<file path="src/rtl/mac_accum_pkg.sv">
// Shared parameters and types for the MAC frame accumulator.
package mac_accum_pkg;

    // Operand width of the upstream multiply-add stage.
    localparam int unsigned WIDTH = 8;

    // Width of the upstream A*B+C result that feeds din.
    localparam int unsigned OUT_WIDTH = 2 * WIDTH;

    // Default number of samples summed per frame (legal range 2..16).
    localparam int unsigned N_SAMPLES_DEFAULT = 4;

    // Frame-level control states.
    typedef enum logic {
        ST_ACCUM = 1'b0,   // collecting samples
        ST_HOLD  = 1'b1    // frame sum pending delivery
    } state_t;

endpackage

</file>
<file path="src/rtl/mac_accum.sv">
// Frame accumulator: sums N_SAMPLES accepted samples and hands the sum off
// over a valid/ready interface, counting delivered frames modulo 256.
module mac_accum
    import mac_accum_pkg::*;
#(
    parameter int unsigned N_SAMPLES = N_SAMPLES_DEFAULT,
    parameter int unsigned ACC_WIDTH = OUT_WIDTH + $clog2(N_SAMPLES)
) (
    input  logic                 clk,
    input  logic                 rst_n,
    input  logic [OUT_WIDTH-1:0] din,
    input  logic                 din_valid,
    output logic                 din_ready,
    input  logic                 clear,
    output logic [ACC_WIDTH-1:0] sum_out,
    output logic                 sum_valid,
    input  logic                 sum_ready,
    output logic [7:0]           frame_cnt
);

    localparam int unsigned CNT_W = $clog2(N_SAMPLES);

    state_t               r_state;
    state_t               w_state_nxt;
    logic [ACC_WIDTH-1:0] r_acc;
    logic [CNT_W-1:0]     r_cnt;
    logic [ACC_WIDTH-1:0] r_sum_out;
    logic                 r_sum_valid;
    logic [7:0]           r_frame_cnt;

    logic                 w_din_ready;
    logic                 w_accept;
    logic                 w_last;
    logic                 w_handshake;
    logic [ACC_WIDTH-1:0] w_acc_sum;

    // Clear outranks a sample, so a cleared cycle never counts as an acceptance.
    assign w_din_ready = (r_state == ST_ACCUM);
    assign w_accept    = din_valid && w_din_ready && !clear;
    assign w_last      = w_accept && (r_cnt == CNT_W'(N_SAMPLES - 1));
    assign w_handshake = r_sum_valid && sum_ready;
    assign w_acc_sum   = r_acc + ACC_WIDTH'(din);

    // FSM state register.
    always_ff @(posedge clk or negedge rst_n) begin
        if (!rst_n) begin
            r_state <= ST_ACCUM;
        end else begin
            r_state <= w_state_nxt;
        end
    end

    // Next-state logic: last sample enters HOLD, handshake returns to ACCUM.
    always_comb begin
        w_state_nxt = r_state;
        case (r_state)
            ST_ACCUM: begin
                if (w_last) begin
                    w_state_nxt = ST_HOLD;
                end
            end
            ST_HOLD: begin
                if (w_handshake) begin
                    w_state_nxt = ST_ACCUM;
                end
            end
            default: begin
                w_state_nxt = ST_ACCUM;
            end
        endcase
    end

    // Datapath: accumulator, sample counter and the pending frame sum.
    always_ff @(posedge clk or negedge rst_n) begin
        if (!rst_n) begin
            r_acc       <= '0;
            r_cnt       <= '0;
            r_sum_out   <= '0;
            r_sum_valid <= 1'b0;
        end else begin
            if (w_din_ready && clear) begin
                r_acc <= '0;
                r_cnt <= '0;
            end else if (w_last) begin
                r_acc       <= '0;
                r_cnt       <= '0;
                r_sum_out   <= w_acc_sum;
                r_sum_valid <= 1'b1;
            end else if (w_accept) begin
                r_acc <= w_acc_sum;
                r_cnt <= r_cnt + CNT_W'(1);
            end

            if (w_handshake) begin
                r_sum_valid <= 1'b0;
            end
        end
    end

    // Delivered-frame counter, wraps naturally at 256.
    always_ff @(posedge clk or negedge rst_n) begin
        if (!rst_n) begin
            r_frame_cnt <= '0;
        end else if (w_handshake) begin
            r_frame_cnt <= r_frame_cnt + 8'd1;
        end
    end

    assign din_ready = w_din_ready;
    assign sum_out   = r_sum_out;
    assign sum_valid = r_sum_valid;
    assign frame_cnt = r_frame_cnt;

endmodule

</file>
<file path="config.mk">
export PLATFORM = sky130hd
export DESIGN_NAME = mac_accum
export DESIGN_NICKNAME = d
export VERILOG_FILES = /design/src/rtl/mac_accum_pkg.sv /design/src/rtl/mac_accum.sv
export SDC_FILE = /design/constraint.sdc
export NUM_CORES = 1
export LEC_CHECK = 0
export BUFFER_PORTS_ARGS = -buffer_cell sky130_fd_sc_hd__clkbuf_2
export CORE_MARGIN = 4
export CORE_UTILIZATION = 28
export DETAILED_ROUTE_END_ITERATION = 10
export HOLD_SLACK_MARGIN = 0.06
export PLACE_DENSITY = 0.45
export SYNTH_ARGS = -nofsm -noshare
export SYNTH_HDL_FRONTEND = slang
export SYNTH_SLANG_ARGS = --single-unit
</file>
<file path="constraint.sdc">
create_clock -name clk -period 2.3 [get_ports clk]
set_input_delay 0.575 -clock clk [delete_from_list [all_inputs] [get_ports clk]]
set_output_delay 0.575 -clock clk [all_outputs]
set_load 0.01 [all_outputs]
</file>
== After elaboration in Yosys (flattened, before gate mapping) ==
Cells that the tools add are included.
Cells by class
  add/sub/neg operators: 3
  equality and inequality tests: 2
  multiplexer cells: 12
  bitwise logic cells: 2
  reductions and logical operators: 10
Operator list (number)
  $mux 18: 3
  $add 18x16->18: 1
  $add 8x1->8 const B: 1
  $mux 2: 3
  $logic_and 1x1->1: 5
  $mux 1: 5
  $reduce_and 2->1: 2
  $reduce_bool 3->1: 1
  $add 2x1->2 const B: 1
  $eq 2x2->1 const B: 1
  $ne 2x2->1 const B: 1
  $not 1->1: 2
  $pmux 1 s2: 1
  $reduce_bool 2->1: 1
  $logic_not 1->1: 1
Storage, ports and cells
  bits in registers: 48
  output and inout bits: 28
  word-level logic and storage cells: 35

== Logic depth before layout (Yosys ltp) ==
Gate-level depths: netlist (run 1).
  depth after elaboration: 7
  gate-level depth with buffers: 8

== Worst setup path after synthesis (run 1) ==
Ideal clock, no wire load.
  path kind: in2reg
  from: in din[0]
  to: reg r_acc[14]
  setup time: 0.121 ns
  arrival time: 2.581 ns
  setup slack: -0.403 ns
  stages: 8
  buffers on the path: 0
  cells stage by stage: ha_1 fa_1 a21o_1 a221oi_4 a2111oi_2 o21a_1 or3_1 a32o_2
Between the ends
  cells in the longest elaborated chain, start to end: 4
RTL lines
  start, declared: line mac_accum.sv:11  | input logic [OUT_WIDTH-1:0] din,
  $add 18x16->18: line mac_accum.sv:42  | assign w_acc_sum = r_acc + ACC_WIDTH'(din);
  $mux 18: line mac_accum.sv:89  | end else if (w_accept) begin
  $mux 18: line mac_accum.sv:84  | end else if (w_last) begin
  $mux 18: line mac_accum.sv:81  | if (w_din_ready && clear) begin
  end signal, assigned: line mac_accum.sv:90  | r_acc <= w_acc_sum;
  end, declared: line mac_accum.sv:25  | logic [ACC_WIDTH-1:0] r_acc;
Every way passes these cells. The select of a mux whose other input is x is not followed.
A chain may end at the register's enable or synchronous reset.

== Worst setup path after layout (run 1) ==
  from: reg r_acc[0]
  to: reg r_acc[14]
Between the ends
  cells in the longest elaborated chain, start to end: 4
RTL lines (line)
  $add 18x16->18: mac_accum.sv:42
  $mux 18: mac_accum.sv:89
  $mux 18: mac_accum.sv:84
  $mux 18: mac_accum.sv:81
Every way passes these cells. The select of a mux whose other input is x is not followed.

==> results of run 1 <==
## stage by stage
stage               power, mW   util  TNS [ns]
floorplan                2.57      -    -0.615
global placement         3.31  0.361     -4.84
detailed placement       3.33  0.361     -5.20
CTS                      4.07  0.380    -0.996
global route             4.39  0.383     -1.34
finish                   4.04  0.383    -0.292
## final cells by class
type	count	area [um^2]	share of cell area
Clock buffer	5	68.8	0.0195
Timing Repair Buffer	89	548	0.155
Multi-Input combinational cell	187	1480	0.418
Tap cell	129	161	0.0456
Sequential cell	48	1200	0.340
Inverter	8	30.0	0.00849
Clock inverter	3	47.5	0.0134
## where the power goes
part | total, mW | switching (mW) | internal, mW | leakage, nW
sequential | 1.24 | 0.154 | 1.08 | 0.649
clock | 0.636 | 0.308 | 0.328 | 0.0583
combinational | 2.17 | 1.09 | 1.08 | 1.06
## cells in the mapped netlist, types with 2 or more instances
master,n
o21ai_1,8
a21o_1,7
a22o_1,12
mux2i_1,3
a31oi_1,2
nand3_1,8
a21oi_1,12
and2_1,2
nor3_1,2
a211oi_1,2
mux2_2,11
inv_1,8
o21ai_0,12
nor2b_1,3
dfrtp_1,48
xnor2_1,13
nand2_1,25
o21a_1,3
clkbuf_1,4
or3_1,4
xor2_1,7
o21bai_1,2
nor2_1,9
ha_1,18
## worst max-delay path by stage
stage	start	to	slack, ns	cells after the start
6_report	r_acc[0]$_DFFE_PN0P_	r_acc[14]$_DFFE_PN0P_	-0.13	8
5_1_grt	r_acc[0]$_DFFE_PN0P_	r_acc[14]$_DFFE_PN0P_	-0.23	8
4_1_cts	r_acc[0]$_DFFE_PN0P_	r_acc[14]$_DFFE_PN0P_	-0.15	8
3_5_place_dp	din[0]	r_acc[14]$_DFFE_PN0P_	-0.46	9
3_3_place_gp	din[0]	r_acc[14]$_DFFE_PN0P_	-0.41	9
2_1_floorplan	din[0]	r_acc[14]$_DFFE_PN0P_	-0.29	8
## state kept, by name (all words and copies together) (netlist names)
signal,count
r_cnt,2
sum_valid,1
r_state,1
sum_out,18
r_acc,18
frame_cnt,8
## worst register-to-register path: stages (launching register included)
cell and delay, ns:
dfrtp_1 0.42, ha_4 0.17, fa_2 0.35, a21o_1 0.20
a221oi_4 0.27, a2111oi_2 0.11, o21a_1 0.22, or3_4 0.33
a32o_2 0.26
## per-layer routing
| layer | GRT usage | part of all wire | up-vias |
|---|---|---|---|
| met5 | 0 | 0 | - |
| met4 | 0.0278 | 0.0029 | 0 |
| met3 | 0.0233 | 0.030 | 2 |
| met2 | 0.211 | 0.49 | 31 |
| met1 | 0.160 | 0.48 | 1055 |
| li1 | - | - | 1088 |
## kinds of logic (layout without fill, tap and decap cells)
logic type / count (synthesis) / after routing / synth area share
compound gates: 76 / 76 / 0.209
simple gates: 58 / 58 / 0.102
flops: 48 / 48 / 0.450
xor+xnor: 20 / 20 / 0.0656
fa+ha+maj: 19 / 19 / 0.0918
mux: 14 / 14 / 0.0576
buf+inv: 14 / 105 / 0.0248
## timing repair
| item | in CTS | in global routing |
|---|---|---|
| pin swaps | 7 | 7 |
| resized for setup | 5 | 6 |
| buffers inserted | 5 | 2 |
| setup endpoints to repair | 10 | 14 |
==> flow_summary.json, run 1 <==
{
  "synth_cell_types": 48,
  "place_hpwl_um": 4930,
  "path_buf_inv": 0,
  "coreArea_mm2": 0.00924,
  "syn_area_per_cell_um2": 10.7,
  "fmax_ghz": 0.411,
  "clk_path_buf_depth": 2,
  "ys_ff_latch": 48,
  "clock_sinks": 48,
  "via_count": 2176,
  "grt_first_pass_wirelength_um": 11100,
  "yosysWarnings": 0,
  "post-route-min-period_ns": 2.43,
  "rr_startpoint": "r_acc[0]$_DFFE_PN0P_",
  "nFillCells": 958,
  "layout_setup_ws_ns": -0.132,
  "cp.arrival_ns": 2.63,
  "synth_edf_count": 0,
  "track_usage": 0.123,
  "htreeDepth": 2,
  "boundaryPins": 49,
  "place_area_mm2": 0.00333,
  "clk_latency_ns": 0.31,
  "cp-start-kind": "register",
  "yosysSeqAreaShare": 0.450,
  "dp_slack_ns": -0.462,
  "placed_cells": 455,
  "crit_path_max_incr_delay_ns": 0.42,
  "wl_um": 6600,
  "path_max_fanout": 2,
  "min_period_over_period": 1.06,
  "gp_congestion": 0.891,
  "holdWs_ns": 0.356,
  "drv_slew": 0,
  "synth_area_leaders": "dfrtp_1 (45%), ha_1 (8.4%), mux2_2 (4.6%)",
  "power_density_mw_per_mm2": 1140,
  "grt_setup_unrepaired": "true",
  "start_util": 0.289,
  "synth_flop_cell": "dfrtp_1",
  "fin_skew_ns": 0.00860,
  "r2r-end": "r_acc[14]$_DFFE_PN0P_",
  "antenna_found_initial": 0,
  "cts_tree": "done",
  "root_buffer": "clkbuf_8",
  "finalSetupViolations": 5,
  "io_buffers": 48,
  "crit_path_cell_trace": "ha_4, fa_2, a21o_1, a221oi_4, a2111oi_2, o21a_1, or3_4, a32o_2",
  "vias_per_cell": 4.64,
  "ir_drop_v": 0.000467,
  "fin_nets": 379,
  "cp_top_family": "compound AO/OA/AOI/OAI gates",
  "dr.pass1.iters": 4,
  "overflow": 0,
  "floorplan.die.width_um": 106,
  "critPathRequiredTime_ns": 2.50,
  "routedWlPerCell_um": 14.1,
  "die_area_mm2": 0.0112,
  "synthArstFlopShare": 1.00,
  "cp-end-kind": "register",
  "stdcell_count": 469,
  "syn_to_final_growth_pct": 32.5,
  "grt_pass1_vias": 2290,
  "cts_made_buffers": 5,
  "slew-limit-headroom": 0.578,
  "tightest_slew_ns": 0.633,
  "status": "complete, but fails checks",
  "final_cell_mix": "dfrtp_1 (48), clkbuf_2 (48), buf_4 (41), nand2_1 (25), ha_1 (17)",
  "num_antenna_cells": 0,
  "synth_area_leader_cell": "dfrtp_1",
  "violations": "negative setup slack",
  "drc_errors": 0,
  "reg2regPathDepth": 8,
  "r2r_slack_ns": -0.13,
  "netlist_area_mm2": 0.00267,
  "row_count": 35,
  "holdCritPathClass": "in -> async",
  "critPathKind": "reg -> reg",
  "holdBufCountCts": 0,
  "die_h_um": 106,
  "hold_viol": 0,
  "layout-drive-gt1-share": 0.371,
  "drtIter0Drc": 33,
  "antenna_left": 0,
  "synth_top_area_share": 0.450,
  "syn_inst": 249,
  "path_clk_slew_ns": 0.10,
  "drv_cap": 0,
  "synth_nets": 289,
  "p_leak_nw": 1.77,
  "fin_area_mm2": 0.00354,
  "grt_max_degree": 49,
  "crit_slowest_cell": "dfrtp_1"
}
No activity file was read; power rests on OpenSTA's default activity.
==> run 2, diff against run 1 <==
--- a/config.mk
+++ b/config.mk
@@ -10,6 +10,7 @@
 export CORE_UTILIZATION = 28
 export DETAILED_ROUTE_END_ITERATION = 10
 export HOLD_SLACK_MARGIN = 0.06
+export MAX_ROUTING_LAYER = met4
 export PLACE_DENSITY = 0.45
 export SYNTH_ARGS = -nofsm -noshare
 export SYNTH_HDL_FRONTEND = slang
==> flow_summary.json, run 2 (synthesis results as in run 1) <==
{
  "status": "complete, but fails checks",
  "violations": "negative setup slack",
  "multi_input_area_mm2": 0.00148,
  "cts_tree": "done",
  "num_antenna_cells": 0,
  "placed_cells": 455,
  "via_count": 2190,
  "place_hpwl_um": 4930,
  "final_cell_mix": "dfrtp_1 (48), clkbuf_2 (48), buf_4 (41), nand2_1 (25), ha_1 (17)",
  "met3_usage": 0.0208,
  "drv_slew": 0,
  "grt_max_degree": 49,
  "cp_top_family": "compound AO/OA/AOI/OAI gates",
  "path_buf_inv": 0,
  "grt_setup_unrepaired": "true",
  "gp_congestion": 0.906,
  "reg2regPathDepth": 8,
  "path_max_fanout": 2,
  "cts_made_buffers": 5,
  "wl_um": 6610,
  "die_area_mm2": 0.0112,
  "grtUsageMet2": 0.211,
  "row_count": 35,
  "grtUsageMet1": 0.161,
  "overflow": 0,
  "tightest_slew_ns": 0.631,
  "dr.pass1.iters": 4,
  "path_clk_slew_ns": 0.10,
  "antenna_left": 0,
  "drtIter0Drc": 33,
  "floorplan.die.width_um": 106,
  "vias_per_cell": 4.67,
  "nFillCells": 958,
  "fin_skew_ns": 0.00857,
  "rr_startpoint": "r_acc[0]$_DFFE_PN0P_",
  "p_leak_nw": 1.77,
  "crit_slowest_cell": "dfrtp_1",
  "fin_nets": 379,
  "coreArea_mm2": 0.00924,
  "crit_path_max_incr_delay_ns": 0.42,
  "layout_setup_ws_ns": -0.132,
  "hold_viol": 0,
  "post-route-min-period_ns": 2.43,
  "fmax_ghz": 0.411,
  "routedWlPerCell_um": 14.1,
  "clk_path_buf_depth": 2,
  "drv_cap": 0,
  "start_util": 0.289,
  "critPathRequiredTime_ns": 2.50,
  "seq_area_mm2": 0.00120,
  "clk_latency_ns": 0.31,
  "crit_path_cell_trace": "ha_4, fa_2, a21o_1, a221oi_4, a2111oi_2, o21a_1, or3_4, a32o_2",
  "cp-end-kind": "register",
  "ir_drop_v": 0.000469,
  "grt_first_pass_wirelength_um": 11100,
  "drc_errors": 0,
  "stdcell_count": 469,
  "finalSetupViolations": 6,
  "syn_to_final_growth_pct": 32.5,
  "critPathKind": "reg -> reg",
  "antenna_found_initial": 0,
  "die_h_um": 106,
  "power_density_mw_per_mm2": 1140,
  "root_buffer": "clkbuf_8",
  "r2r_slack_ns": -0.13,
  "holdBufCountCts": 0,
  "cp.arrival_ns": 2.63,
  "layout-drive-gt1-share": 0.371,
  "boundaryPins": 49,
  "clock_sinks": 48,
  "busiest_layer": "met2",
  "holdCritPathClass": "in -> async",
  "io_buffers": 48,
  "grt_pass1_vias": 2292,
  "cp-start-kind": "register",
  "power_mw": 4.04,
  "htreeDepth": 2,
  "track_usage": 0.126,
  "min_period_over_period": 1.06,
  "r2r-end": "r_acc[14]$_DFFE_PN0P_",
  "slew-limit-headroom": 0.579
}
==> run 2: worst max-delay path by stage <==
stage | endpoint | slack, ns | cells after the start | startpoint
after global placement | r_acc[14]$_DFFE_PN0P_ | -0.41 | 9 | din[0]
after floorplan | r_acc[14]$_DFFE_PN0P_ | -0.29 | 8 | din[0]
after global routing | r_acc[14]$_DFFE_PN0P_ | -0.23 | 8 | r_acc[0]$_DFFE_PN0P_
after detailed placement | r_acc[14]$_DFFE_PN0P_ | -0.46 | 9 | din[0]
after CTS | r_acc[14]$_DFFE_PN0P_ | -0.15 | 8 | r_acc[0]$_DFFE_PN0P_
final | r_acc[14]$_DFFE_PN0P_ | -0.13 | 8 | r_acc[0]$_DFFE_PN0P_
==> run 2: layout make-up <==
class | count | share of cell area
clock inverter | 3 | 0.0134
timing repair buffer | 89 | 0.155
multi-input combinational | 187 | 0.418
inverter | 8 | 0.00849
clock buffer | 5 | 0.0195
sequential | 48 | 0.340
tap | 129 | 0.0456
==> run 2: where the power goes <==
part           internal (mW)  total [mW]  switching [mW]
registers               1.08        1.24           0.153
clock network          0.328       0.635           0.307
logic                   1.08        2.17            1.09
total                   2.49        4.04            1.55
==> run 2: metal layers <==
metal,wire (um),up-vias
li1,-,1089
met1,3200,1060
met2,3190,36
met3,172,5
met4,52,0
met5,0,-
==> run 2: what timing repair did <==
item,CTS,global route
pin swaps,7,7
endpoints found under the setup margin,10,14
buffers inserted,5,2
resized for setup,5,6
==> run 2: stage by stage <==
step | utilization | hold WS [ns] | area, um^2 | setup slack (ns) | setup TNS [ns]
after floorplan | - | 0.279 | 2700 | -0.288 | -0.615
after global placement | 0.361 | 0.464 | 3330 | -0.414 | -4.84
after detailed placement | 0.361 | 0.463 | 3330 | -0.462 | -5.20
after CTS | 0.380 | 0.381 | 3510 | -0.153 | -0.996
after global routing | 0.383 | 0.426 | 3540 | -0.231 | -1.34
final | 0.383 | 0.358 | 3540 | -0.132 | -0.294
==> run 3, diff against run 2 <==
--- a/config.mk
+++ b/config.mk
@@ -12,6 +12,7 @@
 export HOLD_SLACK_MARGIN = 0.06
 export MAX_ROUTING_LAYER = met4
 export PLACE_DENSITY = 0.45
+export REMOVE_ABC_BUFFERS = 1
 export SYNTH_ARGS = -nofsm -noshare
 export SYNTH_HDL_FRONTEND = slang
 export SYNTH_SLANG_ARGS = --single-unit
==> flow_summary.json, run 3 (synthesis results as in run 1) <==
{
  "tightest_slew_ns": 0.629,
  "holdCritPathClass": "in -> async",
  "grt_max_degree": 49,
  "layout_setup_ws_ns": -0.135,
  "row_count": 35,
  "fin_nets": 376,
  "power_frac_comb": 0.527,
  "seqPwrFrac": 0.309,
  "power_density_mw_per_mm2": 1140,
  "min_period_over_period": 1.06,
  "routedWlPerCell_um": 13.8,
  "place_hpwl_um": 4790,
  "crit_path_end": "r_acc[14]$_DFFE_PN0P_",
  "clock_power_share": 0.164,
  "track_usage": 0.124,
  "rr_startpoint": "r_acc[0]$_DFFE_PN0P_",
  "layout-drive-gt1-share": 0.359,
  "clock_sinks": 48,
  "dr.pass1.iters": 4,
  "critPathKind": "reg -> reg",
  "violations": "negative setup slack",
  "grt_pass1_vias": 2256,
  "nFillCells": 957,
  "r2r_slack_ns": -0.13,
  "critPathRequiredTime_ns": 2.49,
  "cp-start-kind": "register",
  "cts_made_buffers": 5,
  "dp_slack_ns": -0.560,
  "floorplan.die.width_um": 106,
  "start_util": 0.289,
  "power_mw": 4.01,
  "vias_per_cell": 4.62,
  "fmax_ghz": 0.411,
  "via_count": 2153,
  "io_buffers": 48,
  "cp.arrival_ns": 2.62,
  "final_cell_mix": "dfrtp_1 (48), clkbuf_2 (48), buf_4 (37), nand2_1 (25), ha_1 (14)",
  "holdBufCountCts": 0,
  "cts_tree": "done",
  "critPathLaunch": "r_acc[0]$_DFFE_PN0P_",
  "slew-limit-headroom": 0.581,
  "post-route-min-period_ns": 2.43,
  "clk_path_buf_depth": 2,
  "status": "complete, but fails checks",
  "final_core_util": 0.381,
  "finalSetupViolations": 6,
  "antenna_found_initial": 0,
  "drv_slew": 0,
  "boundaryPins": 49,
  "antenna_left": 0,
  "p_switching_mw": 1.50,
  "power_switching_share": 0.374,
  "die_area_mm2": 0.0112,
  "gp_congestion": 0.764,
  "hold_viol": 0,
  "holdWs_ns": 0.370,
  "crit_path_max_incr_delay_ns": 0.40,
  "r2r-end": "r_acc[14]$_DFFE_PN0P_",
  "wl_um": 6440,
  "reg2regPathDepth": 8,
  "crit_slowest_cell": "dfrtp_1",
  "p_int_mw": 2.51,
  "drv_cap": 0,
  "root_buffer": "clkbuf_8",
  "grt_first_pass_wirelength_um": 11000,
  "path_max_fanout": 2,
  "htreeDepth": 2,
  "placed_cells": 456,
  "drtIter0Drc": 65,
  "cp-end-kind": "register",
  "fin_skew_ns": 0.00816,
  "clk_latency_ns": 0.30,
  "overflow": 0,
  "num_antenna_cells": 0,
  "drc_errors": 0,
  "die_h_um": 106,
  "path_clk_slew_ns": 0.10,
  "syn_to_final_growth_pct": 31.8,
  "ir_drop_v": 0.000322,
  "grt_setup_unrepaired": "true",
  "crit_path_cell_trace": "ha_2, fa_2, a21o_1, a221oi_4, a2111oi_2, o21a_1, or3_4, a32o_2",
  "stdcell_count": 466,
  "p_leak_nw": 1.75,
  "coreArea_mm2": 0.00924
}
run 3: cell types whose count changed in the layout (fill, tap and decap cells not counted), sizes merged:
cell    delta
clkbuf     +1
clkinv     -1
buf        -3
run 3: power groups by stage:
stage,registers (mW),clock network (mW),logic (mW)
floorplan,1.26,0,1.24
global placement,1.24,0,2.02
detailed placement,1.25,0,2.04
CTS,1.23,0.680,2.05
global route,1.27,0.724,2.36
finish,1.24,0.657,2.11
run 3: area by class of cell:
type / count / area [um^2] / area share
tap: 129 / 161 / 0.0459
sequential: 48 / 1200 / 0.341
clock inverter: 2 / 38.8 / 0.0110
timing repair buffer: 86 / 529 / 0.150
clock buffer: 6 / 82.6 / 0.0235
inverter: 8 / 30.0 / 0.00853
multi-input combinational: 187 / 1480 / 0.419
run 3: per-layer routing:
metal	track usage	vias to the layer above	share of wire	routed length (um)
met3	0.0233	6	0.026	169
met1	0.162	1027	0.50	3250
met2	0.196	35	0.46	2940
met4	0.0407	0	0.012	78
li1	-	1085	-	-
met5	-	-	0	0
run 3: worst min path at each step:
stage                                     endpoint  slack (ns)  depth (start not counted)
after floorplan           frame_cnt[0]$_DFFE_PN0P_        0.28                          0
after global placement    frame_cnt[7]$_DFFE_PN0P_        0.46                          1
after detailed placement  frame_cnt[7]$_DFFE_PN0P_        0.47                          1
after CTS                   sum_out[4]$_DFFE_PN0P_        0.40                          2
after global routing        sum_out[4]$_DFFE_PN0P_        0.43                          2
final                       sum_out[4]$_DFFE_PN0P_        0.37                          2
run 3: stage by stage:
step / TNS (ns) / area (um^2)
after floorplan: -1.78 / 2630
after global placement: -6.13 / 3310
after detailed placement: -6.68 / 3310
after CTS: -0.655 / 3440
after global routing: -1.36 / 3520
final: -0.333 / 3520
run 3: timing repair:
item	4_1_cts	5_1_grt
setup endpoints to repair	10	18
setup buffers	1	1
pin swaps	4	7
resized for setup	2	10
run 3: worst max-delay path, delay by kind of cell (launching register included):
kind	cells	cell delay, ns
AO/OA/AOI/OAI	5	1.07
flip-flops	1	0.40
adder cells (fa/ha/maj)	2	0.53
AND/OR/NAND/NOR	1	0.33
